<file path="config.mk">
export PLATFORM = sky130hd
export DESIGN_NAME = transform_loader
export DESIGN_NICKNAME = d
export VERILOG_FILES = /design/src/rtl/transform_loader.sv
export SDC_FILE = /design/constraint.sdc
export NUM_CORES = 1
export LEC_CHECK = 0
export ABC_AREA = 1
export CORE_MARGIN = 2
export CORE_UTILIZATION = 35
export CTS_BUF_LIST = sky130_fd_sc_hd__clkbuf_4 sky130_fd_sc_hd__clkbuf_8
export DETAILED_ROUTE_END_ITERATION = 16
export HOLD_SLACK_MARGIN = 0.15
export SLEW_MARGIN = 20
export SYNTH_ARGS = -nofsm -noshare
export SYNTH_HDL_FRONTEND = slang
export SYNTH_SLANG_ARGS = --single-unit
</file>
<file path="constraint.sdc">
create_clock -name clk -period 1.85 [get_ports clk]
set_input_delay 0.2775 -clock clk [delete_from_list [all_inputs] [get_ports clk]]
set_output_delay 0.2775 -clock clk [all_outputs]
set_load 0.02 [all_outputs]
</file>
<file path="src/rtl/transform_loader.sv">
// -----------------------------------------------------------------------------
// transform_loader
//
// Writer side of the transform table. It packs a byte stream of ASCII
// character pairs into 16-bit table words {lhs, rhs} and writes them to
// consecutive word addresses. At every end of line it also writes the line
// pointer {len[5:0], start[5:0]}, indexed by the line number.
//
// Ports
//   clk, rst_n             clock, asynchronous active-low reset
//   in_valid/in_data/      byte stream input; in_last marks the final byte
//   in_last/in_ready       of a line
//   mem_we/mem_waddr/      one-cycle table word write
//   mem_din
//   ptr_we/ptr_line/       one-cycle line pointer write
//   ptr_data
//   line_count             lines committed so far
//   words_used             words written so far
//   full                   table exhausted (sticky until reset)
//   err                    a line was truncated (sticky until reset)
//
// Handshake: a byte transfers on a rising clk edge where in_valid && in_ready.
// in_ready depends only on internal state (low once the table is full), never
// on in_valid. The source holds in_data/in_last stable while in_valid is high
// and in_ready is low.
// -----------------------------------------------------------------------------
module transform_loader #(
    parameter int          MAX_WORDS = 64,
    parameter int          MAX_LINES = 64,
    parameter logic [7:0]  PAD_CHAR  = 8'h20
) (
    input  logic        clk,
    input  logic        rst_n,
    input  logic        in_valid,
    input  logic [7:0]  in_data,
    input  logic        in_last,
    output logic        in_ready,
    output logic        mem_we,
    output logic [7:0]  mem_waddr,
    output logic [15:0] mem_din,
    output logic        ptr_we,
    output logic [5:0]  ptr_line,
    output logic [11:0] ptr_data,
    output logic [6:0]  line_count,
    output logic [6:0]  words_used,
    output logic        full,
    output logic        err
);

    localparam logic [1:0] ST_HI   = 2'd0;  // awaiting lhs byte
    localparam logic [1:0] ST_LO   = 2'd1;  // awaiting rhs byte
    localparam logic [1:0] ST_DROP = 2'd2;  // discarding rest of an over-long line
    localparam logic [1:0] ST_FULL = 2'd3;  // table exhausted

    localparam logic [6:0] MAX_WORDS_W = 7'(MAX_WORDS);
    localparam logic [6:0] MAX_LINES_W = 7'(MAX_LINES);
    localparam logic [5:0] MAX_LINE_LEN = 6'd63;

    logic [1:0]  state;
    logic [1:0]  state_nx;
    logic [7:0]  lhs_q;
    logic [6:0]  wptr;        // 7 bits so the "== MAX_WORDS" state is representable
    logic [6:0]  line_idx;
    logic [5:0]  line_start;
    logic [5:0]  line_wc;

    logic        accept;
    logic        emit;
    logic [15:0] word;
    logic [6:0]  wptr_nx;
    logic [5:0]  wc_nx;
    logic [6:0]  line_nx;
    logic        mem_full;
    logic        long_hit;
    logic        close;
    logic        trunc;
    logic        go_full;

    assign in_ready = (state != ST_FULL);

    always_comb begin
        accept   = in_valid && in_ready;
        // A word is produced by an rhs byte, or by an lhs byte that ends the line.
        emit     = accept && (((state == ST_HI) && in_last) || (state == ST_LO));
        word     = (state == ST_HI) ? {in_data, PAD_CHAR} : {lhs_q, in_data};
        wptr_nx  = wptr + 7'd1;
        wc_nx    = line_wc + 6'd1;
        line_nx  = line_idx + 7'd1;
        mem_full = (wptr_nx == MAX_WORDS_W);
        long_hit = (wc_nx == MAX_LINE_LEN);
        // A line closes on its last byte, when it hits the length limit, or
        // when the table runs out mid-line.
        close    = emit && (in_last || long_hit || mem_full);
        trunc    = close && !in_last;
        go_full  = emit && (mem_full || (close && (line_nx == MAX_LINES_W)));

        state_nx = state;
        if (accept) begin
            case (state)
                ST_HI:   state_nx = in_last ? ST_HI : ST_LO;
                ST_LO:   state_nx = ST_HI;
                ST_DROP: state_nx = in_last ? ST_HI : ST_DROP;
                default: state_nx = state;
            endcase
            if (trunc) begin
                state_nx = ST_DROP;
            end
            // Full takes priority so a pending lhs byte is never written.
            if (go_full) begin
                state_nx = ST_FULL;
            end
        end
    end

    always_ff @(posedge clk or negedge rst_n) begin
        if (!rst_n) begin
            state      <= ST_HI;
            lhs_q      <= 8'd0;
            wptr       <= 7'd0;
            line_idx   <= 7'd0;
            line_start <= 6'd0;
            line_wc    <= 6'd0;
            mem_we     <= 1'b0;
            mem_waddr  <= 8'd0;
            mem_din    <= 16'd0;
            ptr_we     <= 1'b0;
            ptr_line   <= 6'd0;
            ptr_data   <= 12'd0;
            line_count <= 7'd0;
            words_used <= 7'd0;
            full       <= 1'b0;
            err        <= 1'b0;
        end else begin
            mem_we <= 1'b0;
            ptr_we <= 1'b0;
            state  <= state_nx;

            if (accept && (state == ST_HI) && !in_last) begin
                lhs_q <= in_data;
            end

            if (emit) begin
                mem_we     <= 1'b1;
                mem_waddr  <= {2'b00, wptr[5:0]};
                mem_din    <= word;
                wptr       <= wptr_nx;
                words_used <= wptr_nx;
                line_wc    <= wc_nx;
                if (close) begin
                    ptr_we     <= 1'b1;
                    ptr_line   <= line_idx[5:0];
                    ptr_data   <= {wc_nx, line_start};
                    line_idx   <= line_nx;
                    line_count <= line_nx;
                    line_start <= wptr_nx[5:0];
                    line_wc    <= 6'd0;
                end
                if (trunc) begin
                    err <= 1'b1;
                end
                if (go_full) begin
                    full <= 1'b1;
                end
            end
        end
    end

endmodule

</file>
==> flow_summary.json <==
{
  "status": "complete, no violations",
  "area_delta_synth_final_pct": 37.3,
  "crit_path_start_kind": "flop",
  "required_ns": 1.57,
  "io_buffers": 70,
  "synth_top_area_share_pct": 55.3,
  "routed_wl_um": 8540,
  "finalCritPeriodShare_pct": 95.0,
  "met2_usage_pct": 25.9,
  "drcViolationCount": 0,
  "cpMaxStageDelayCell": "clkdlybuf4s50_1",
  "drt_iter0_markers": 133,
  "nFillCells": 994,
  "grt_usage_pct": 15.6,
  "met3_usage_pct": 4.02,
  "path_cells": "buf_4 > clkdlybuf4s50_1",
  "hold-worst-slack_ns": 0.379,
  "synth_edf_count": 0,
  "critPathBufInv": 2,
  "rows": 37,
  "ir_worst_vdd_mv": 0.793,
  "dp_hpwl_um": 6010,
  "cts_tree": "yes",
  "htreeDepth": 3,
  "async_flop_share_pct": 100,
  "dieArea_um2": 11200,
  "grt_pass1_vias": 2894,
  "first_pass_iters": 4,
  "avgSynthCellArea_um2": 8.80,
  "routabilityCongestion": 0.864,
  "yosys_warnings": 0,
  "drv_slew": 0,
  "cp_max_fo": 6,
  "setup_tns_ns": 0,
  "grt_max_degree": 54,
  "synth_top_area_cell": "dfrtp_1",
  "fp.dieW_um": 106,
  "ant_nets": 0,
  "netlist_area_um2": 3620,
  "arrival_ns": 1.48,
  "cpLargestDelayFamily": "buffers and inverters",
  "clockBufferDepth": 2,
  "cts_sinks": 80,
  "fmax_mhz": 569,
  "avgViaCountPerCell": 4.63,
  "synth-seq-cells": 80,
  "ios": 73,
  "layout-drive-gt1-share_pct": 17.5,
  "rsz0062_at_grt": "yes",
  "root_buffer": "clkbuf_8",
  "yosysMostFrequentCell": "nand2_1",
  "synth_commonest_cells": "nand2_1 (130), dfrtp_1 (80), inv_1 (42), nor2_1 (28), o21ai_0 (25)",
  "path_class": "reg -> out",
  "grt_pass1_wl_um": 13900,
  "p_leak_nw": 2.28,
  "clk_pin_slew_ns": 0.09,
  "cp-end-kind": "primary output",
  "design_area_um2": 4970,
  "layout_min_cycle_time_ns": 1.76,
  "placed_area_um2": 4550,
  "nets": 524,
  "grt_use_met1_pct": 19.9,
  "slowest_delay_ns": 0.60,
  "maxCapViolCount": 0,
  "hold_path.class": "in -> async",
  "synth.area.top_cells": "dfrtp_1 (55%), nand2_1 (13%), inv_1 (4.4%)",
  "vias": 2980,
  "clock_latency_ns": 0.36,
  "seqCellArea_um2": 2000,
  "cts_made_buffers": 9,
  "start_util_pct": 35.5,
  "total_power_mw": 8.02,
  "antenna_found_initial": 0,
  "hold_viol_final": 0,
  "grt-busiest-layer": "met2",
  "grt_overflow": 0,
  "powerDensity_nw_per_um2": 1620,
  "yosysSeqAreaShare_pct": 55.3,
  "dieHeight_um": 106,
  "synth.distinct_cells": 28,
  "multi_input_area_um2": 1460,
  "ys.flop_type": "dfrtp_1",
  "fp.coreArea_um2": 10200,
  "routedWlPerCell_um": 13.3,
  "clock_skew_ns": 0.0138,
  "reg2reg_slack_ns": 0.11,
  "setup_violations": 0,
  "diodes": 0,
  "synthCells": 411
}
==> placed cells by master, fill, tap and decap left out <==
cell type        synthesis  routed
a31oi_1                 10      10
buf_12                   1       3
buf_4                    4      22
bufinv_16                0       2
clkbuf_8                 0      10
clkdlybuf4s50_1          0      68
clkinv_2                 0       1
clkinv_4                 0       2
conb_1                   1       2
dfrtp_1                 80      78
dfrtp_2                  0       2
dlygate4sd2_1            0       1
dlygate4sd3_1            0       1
ha_1                     9       7
ha_2                     0       2
inv_1                   42      42
inv_2                    2       1
inv_4                    0       1
inv_6                    0       1
inv_8                    1       1
nand2_1                130     110
nand2_2                  1      21
nand2_4                  1       2
nand2_8                  1       1
nand3_1                 16      13
nand3_2                  2       2
nand3_4                  0       3
nand4_1                  3       3
nor2_1                  28      26
nor2_2                   3       3
nor2_4                   0       2
o21ai_0                 25      23
o21ai_1                 21      19
o21ai_2                  3       7
o21bai_1                 2       2
o22ai_1                  4       4
o31ai_1                  7       7
xor2_1                   3       3
==> worst paths after layout <==
path | start | to | depth (start not counted)
setup / recovery | line_idx[1] | line_count[1] | 2
setup reg to reg | wptr[0] | line_start[1] | 11
min in group clk | err | err | 2
max in group asynchronous | rst_n | mem_din[12] | 3
hold / removal | rst_n | ptr_line[0] | 2
hold reg to reg | err | err | 2
==> power breakdown <==
part | leakage (nW) | internal [mW] | total, mW | switching [mW]
Sequential | 1.01 | 2.42 | 2.92 | 0.499
Combinational | 1.15 | 1.61 | 3.65 | 2.04
Clock | 0.117 | 0.804 | 1.46 | 0.654
==> cells by family after synthesis <==
group / Yosys count / synth area share, %
AOI/OAI and AO/OA: 72 / 11.4
xor gates and xnor gates: 3 / 0.726
adders and majority gates: 9 / 3.11
buffers and inverters: 61 / 8.13
DFF: 80 / 55.3
other: 1 / 0.104
and+or+nand+nor: 185 / 21.2
==> sequential cells by signal, indices dropped and copies added, names as in the netlist, 2 cells and up <==
register / count
line_start: 6
lhs_q: 8
ptr_data: 12
wptr: 7
mem_waddr: 6
line_wc: 6
ptr_line: 6
line_idx: 7
mem_din: 16
state: 2
==> what timing repair did <==
action,in CTS,in global routing
cloned,0,1
hold endpoints to repair,27,0
setup buffers,0,5
setup endpoints to repair,1,33
gates resized for setup,1,41
hold buffers,1,0
pin swaps,0,6
==> stage by stage <==
step	instances	utilization (%)	setup WS, ns
floorplan	412	-	0.0348
global placement	621	44.7	0.0188
finish	644	48.8	0.0921
CTS	638	47.0	0.0460
detailed placement	621	44.7	-0.0204
global route	644	48.8	-0.0427
==> worst reg2reg max path, cell delays in order, from the launching register on <==
cell	delay (ns)
dfrtp_1	0.36
buf_4	0.15
nand3_2	0.12
o21ai_2	0.15
nand2_1	0.10
nor2_2	0.12
nand2_2	0.10
nand2_4	0.14
nand2_8	0.11
buf_12	0.17
nand2_2	0.06
o21ai_2	0.05
==> metal layers <==
layer,vias up,part of all wire (%)
li1,1508,-
met3,19,5.6
met4,0,2.2
met5,-,0
met1,1377,45
met2,76,47
==> layout make-up <==
class | instances | area share (%)
tap | 136 | 3.43
clock buffer | 10 | 2.77
multi-input combinational | 272 | 29.4
timing repair buffer | 95 | 18.6
clock inverter | 6 | 1.84
inverter | 45 | 3.60
sequential | 80 | 40.4
No activity file was read; power rests on OpenSTA's default activity.
